===== config.mk =====
export PLATFORM = sky130hd
export DESIGN_NAME = oam_dma
export DESIGN_NICKNAME = d
export VERILOG_FILES = /design/src/rtl/ppu_pkg.sv /design/src/rtl/dma_start_detect.sv /design/src/rtl/oam_dma.sv
export SDC_FILE = /design/constraint.sdc
export NUM_CORES = 1
export LEC_CHECK = 0
export BUFFER_PORTS_ARGS = -buffer_cell sky130_fd_sc_hd__buf_2
export CORE_UTILIZATION = 54
export DETAILED_ROUTE_END_ITERATION = 12
export GPL_ROUTABILITY_DRIVEN = 0
export PLACE_DENSITY = 0.8
export SYNTH_ARGS = -nofsm -noshare
export SYNTH_HDL_FRONTEND = slang
export SYNTH_SLANG_ARGS = --single-unit

===== constraint.sdc =====
create_clock -name clock -period 2.57 [get_ports clock]
set_input_delay 0.1285 -clock clock [delete_from_list [all_inputs] [get_ports clock]]
set_output_delay 0.1285 -clock clock [all_outputs]
set_load 0.005 [all_outputs]

===== src/rtl/ppu_pkg.sv =====
`default_nettype none
// Shared PPU-side constants and the OAM DMA state encoding.
// Rev 1.0
package ppu_pkg;

  localparam logic [15:0] OAM_BASE    = 16'hFE00;
  localparam int          OAM_SIZE    = 160;
  localparam logic [7:0]  ECHO_START  = 8'hE0;
  localparam logic [7:0]  ECHO_OFFSET = 8'h20;

  typedef enum logic [1:0] {
    IDLE  = 2'd0,
    ADDR  = 2'd1,
    WAIT  = 2'd2,
    WRITE = 2'd3
  } dma_state_e;

  // Pages in the echo region alias work RAM 0x20 pages lower.
  function automatic logic [7:0] map_src_page(input logic [7:0] page);
    return (page >= ECHO_START) ? (page - ECHO_OFFSET) : page;
  endfunction

endpackage
`default_nettype wire


===== src/rtl/dma_start_detect.sv =====
`default_nettype none
// Registers the PPU DMA page every cycle and flags a zero-to-nonzero transition.
// Rev 1.0
module dma_start_detect (
  input  logic       clock,
  input  logic       reset_n,
  input  logic [7:0] dma_page,
  output logic       start
);

  logic [7:0] page_q;

  always_ff @(posedge clock or negedge reset_n) begin
    if (!reset_n) page_q <= 8'h00;
    else          page_q <= dma_page;
  end

  assign start = (dma_page != 8'h00) && (page_q == 8'h00);

endmodule
`default_nettype wire


===== src/rtl/oam_dma.sv =====
`default_nettype none
// OAM DMA engine: copies NUM_BYTES bytes from a source page into OAM.
// Rev 1.0
module oam_dma #(
  parameter int          NUM_BYTES = ppu_pkg::OAM_SIZE,
  parameter int          RD_LAT    = 2,
  parameter logic [15:0] OAM_BASE  = ppu_pkg::OAM_BASE
) (
  input  logic        clock,
  input  logic        reset_n,
  input  logic [7:0]  dma_page,
  output logic [15:0] A_src,
  output logic        rd_src,
  input  logic [7:0]  Di_src,
  output logic [15:0] A_oam,
  output logic [7:0]  Do_oam,
  output logic        wr_oam,
  output logic        busy,
  output logic        done
);

  import ppu_pkg::*;

  dma_state_e state, state_next;
  logic       start;
  logic [7:0] page;
  logic [7:0] idx;
  logic [7:0] cnt;
  logic       last;

  dma_start_detect u_start_detect (
    .clock    (clock),
    .reset_n  (reset_n),
    .dma_page (dma_page),
    .start    (start)
  );

  assign last = (idx == 8'(NUM_BYTES - 1));
  assign busy = (state != IDLE);

  always_ff @(posedge clock or negedge reset_n) begin
    if (!reset_n) state <= IDLE;
    else          state <= state_next;
  end

  // A new start edge pre-empts whatever the engine is doing.
  always_comb begin
    state_next = state;
    if (start) begin
      state_next = ADDR;
    end else begin
      case (state)
        IDLE:    state_next = IDLE;
        ADDR:    state_next = (RD_LAT == 1) ? WRITE : WAIT;
        WAIT:    if (cnt == 8'(RD_LAT - 1)) state_next = WRITE;
        WRITE:   state_next = last ? IDLE : ADDR;
        default: state_next = IDLE;
      endcase
    end
  end

  always_ff @(posedge clock or negedge reset_n) begin
    if (!reset_n) begin
      page   <= 8'h00;
      idx    <= 8'h00;
      cnt    <= 8'h00;
      A_src  <= 16'h0000;
      rd_src <= 1'b0;
      A_oam  <= 16'h0000;
      Do_oam <= 8'h00;
      wr_oam <= 1'b0;
      done   <= 1'b0;
    end else begin
      wr_oam <= 1'b0;
      done   <= 1'b0;
      // A write already in flight completes even when a restart lands on it.
      if (state == WRITE) begin
        Do_oam <= Di_src;
        A_oam  <= OAM_BASE + {8'h00, idx};
        wr_oam <= 1'b1;
        rd_src <= 1'b0;
        if (last && !start) done <= 1'b1;
      end
      if (start) begin
        page <= map_src_page(dma_page);
        idx  <= 8'h00;
      end else begin
        case (state)
          ADDR: begin
            A_src  <= {page, idx};
            rd_src <= 1'b1;
            cnt    <= 8'd1;
          end
          WAIT:    cnt <= cnt + 8'd1;
          WRITE:   if (!last) idx <= idx + 8'd1;
          default: ;
        endcase
      end
    end
  end

endmodule
`default_nettype wire


==> results.md <==
- DP HPWL: 3.436 mm
- Setup TNS: 0 ns
- Worst path required time: 2.79 ns
- Final Routed Wirelength: 5.182 mm
- Syn_area_per_cell: 13.27 um^2
- I/O pins: 62
- Syn_nets: 250
- Die width: 76.18 um
- Worst min path class: input port to asynchronous set/reset pin
- Largest net degree at the start of global routing: 71
- Slew @ Worst Pin: 0.8415 ns
- Synthesized instance count: 224
- Failing checks: hold timing
- Inserted Diodes: 0
- Vias in the first global route: 1925
- EDFF count, synth: 0
- Critical path fanouts, max: 29
- Post-layout nets: 319
- Initial Util: 57.09%
- Max stage delay on crit path: 0.53 ns
- Grt total ovfl: 0
- Slowest CP cell: or4_1
- Leading cell types in the layout, fill and taps excluded: dfrtp_1 (70), buf_2 (60), mux2_2 (31)
- Iteration-0 DRC Markers: 176
- Hold_buf cts: 8
- Post-synthesis sequential area ratio: 58.95%
- Worst EP arrival: 2.35 ns
- Layout cells sized above 1: 38.26%
- Reg area: 1752 um^2
- Netlist cell types: 37
- Fin crit share: 82.97%
- Synthesis Warnings: 0
- Max-cap violation count: 0
- Post-synth ARST share: 100.0%
- DRC Markers: 0
- Pwr Density: 1053 nW/um^2
- Synthesized area: 2972 um^2
- Post-CTS setup repair buffer count: 0
- Hold_ws: -0.03050 ns
- Leading cell type in the layout, fill and taps excluded: dfrtp_1
- Max_slew headroom: 43.90%
- Period minus WS final: 2.132 ns
- Max H-tree Level: 3
- Total power: 3783 uW
- Final setup viols: 0
- Run status: finished with violations
- Vias: 1927
- Slew Viols, Final: 0
- PortBufs: 60
- Die height: 76.18 um
- Area Growth Syn to Fin: 20.93%
- Clk pin slew, worst setup/hold paths: 0.07 ns
- CP top delay family: simple AND/OR/NAND/NOR gates
- RSZ-0062 raised after global routing: no
- Fmax: 469.0 MHz
- Layout Skew: 0.007716 ns
- Initial antenna violation count: 0
- CTS Buf Count: 9
- Hold Violations, Final: 51
- Leakage power: 0.001740 uW
- Critical path launch point type: flop
- Worst skew pair latency: 0.34 ns
- Die area: 5803 um^2
- Post-route ant nets: 0
- WS Path Type: flop to flop
- Root Driver: clkbuf_8
- Area of the multi-input gates: 1080 um^2
- Worst setup margin: 0.4378 ns
- Avg WL per Cell: 14.08 um
- WP buf/inv: 1
- Synth Register Bits: 70
- Max Buffers Root-to-Sink: 2
- Rows: 26
- VDD IR max: 0.0006860 V
- Routed vias/inst: 5.236
- DRT Pass-1 Iters: 5
- Gr usage total: 19.57%
- Pre-CTS setup slack: 0.4555 ns
- Top FF cell, synth: dfrtp_1
- Clock Sinks: 70
- Resize count post-CTS: 0
- Layout fillers: 405
- Post-layout util: 69.04%
- First-pass GRT wire length: 8.845 mm
- Worst Setup End Kind: flop
- Core Region: 5205 um^2
- CP cell instances: or4_1 -> a211oi_2 -> buf_4 -> nand2b_1 -> mux2_2
- CTS tree: yes
-- layer usage --
layer  track usage, %  vias to the layer above  part of all wire, %
met2            31.55                       50                   49
met5                0                        -                    0
met3            4.072                        9                  3.8
met1            25.53                      940                   46
li1                 -                      928                    -
met4            9.231                        0                  1.9
-- logic make-up (layout without fill, tap and decap cells) --
kind of cell	after synthesis	after routing	synth area share, %
AO/OA/AOI/OAI	31	31	7.242
XOR/XNOR	7	7	2.063
buffers and inverters	24	98	4.716
AND/OR/NAND/NOR	41	41	7.705
adder cells (fa/ha/maj)	8	8	3.369
flip-flops	70	70	58.95
other	1	1	0.1262
multiplexers	42	42	15.83
-- worst paths after layout --
check / from / endpoint / slack, ns / cells after the start
max in group asynchronous: reset_n / idx[0] / 2.04 / 2
min in group clock: Di_src[4] / Do_oam[4] / 0.01 / 2
hold reg to reg: page[3] / A_src[11] / 0.49 / 1
setup / recovery: u_start_detect.page_q[1] / cnt[0] / 0.44 / 5
hold / removal: reset_n / page[2] / -0.03 / 2
setup reg to reg: u_start_detect.page_q[1] / cnt[0] / 0.44 / 5
-- where the power goes --
group	total [uW]	switching, uW	leakage, uW	internal [uW]
clock network	946	401	0.000106	545
registers	1650	218	0.000866	1430
logic	1190	559	0.000768	632
-- cells in the mapped netlist (3+ instances only) --
master	number	area (um^2)
o21ai_0	11	55.05
and3_1	4	25.02
nor4_1	3	18.77
ha_1	8	100.1
o31ai_1	6	45.04
a21oi_1	3	15.01
nand2b_1	4	25.02
inv_1	10	37.54
xor2_1	7	61.31
dfrtp_1	70	1752
buf_4	10	75.07
mux2_2	31	349.1
mux2_1	9	101.4
nand2_1	4	15.01
nand3_1	6	30.03
nor2_1	9	33.78
-- per-stage QoR --
| step | instances | hold slack [ns] | cell area, um^2 |
|---|---|---|---|
| final | 368 | -0.03050 | 3593 |
| after global routing | 368 | 0.01260 | 3593 |
| after CTS | 368 | 0.005423 | 3593 |
| after detailed placement | 344 | 0.2711 | 3299 |
| after global placement | 344 | 0.2710 | 3299 |
| after floorplan | 224 | -0.1671 | 2972 |
-- sequential cells by signal, indices dropped and copies added (netlist names), 2 cells and up --
| name | count |
|---|---|
| page | 8 |
| cnt | 8 |
| A_src | 16 |
| u_start_detect.page_q | 8 |
| idx | 8 |
| state | 2 |
| Do_oam | 8 |
| A_oam | 9 |
-- area by class of cell --
cell class / count / area share [%]
Sequential cell: 70 / 48.75
Multi-Input combinational cell: 130 / 30.05
Timing Repair Buffer: 72 / 11.77
Clock buffer: 10 / 3.552
Tap cell: 70 / 2.437
Clock inverter: 6 / 2.403
Inverter: 10 / 1.045
Power figures use the tool's default switching activity.
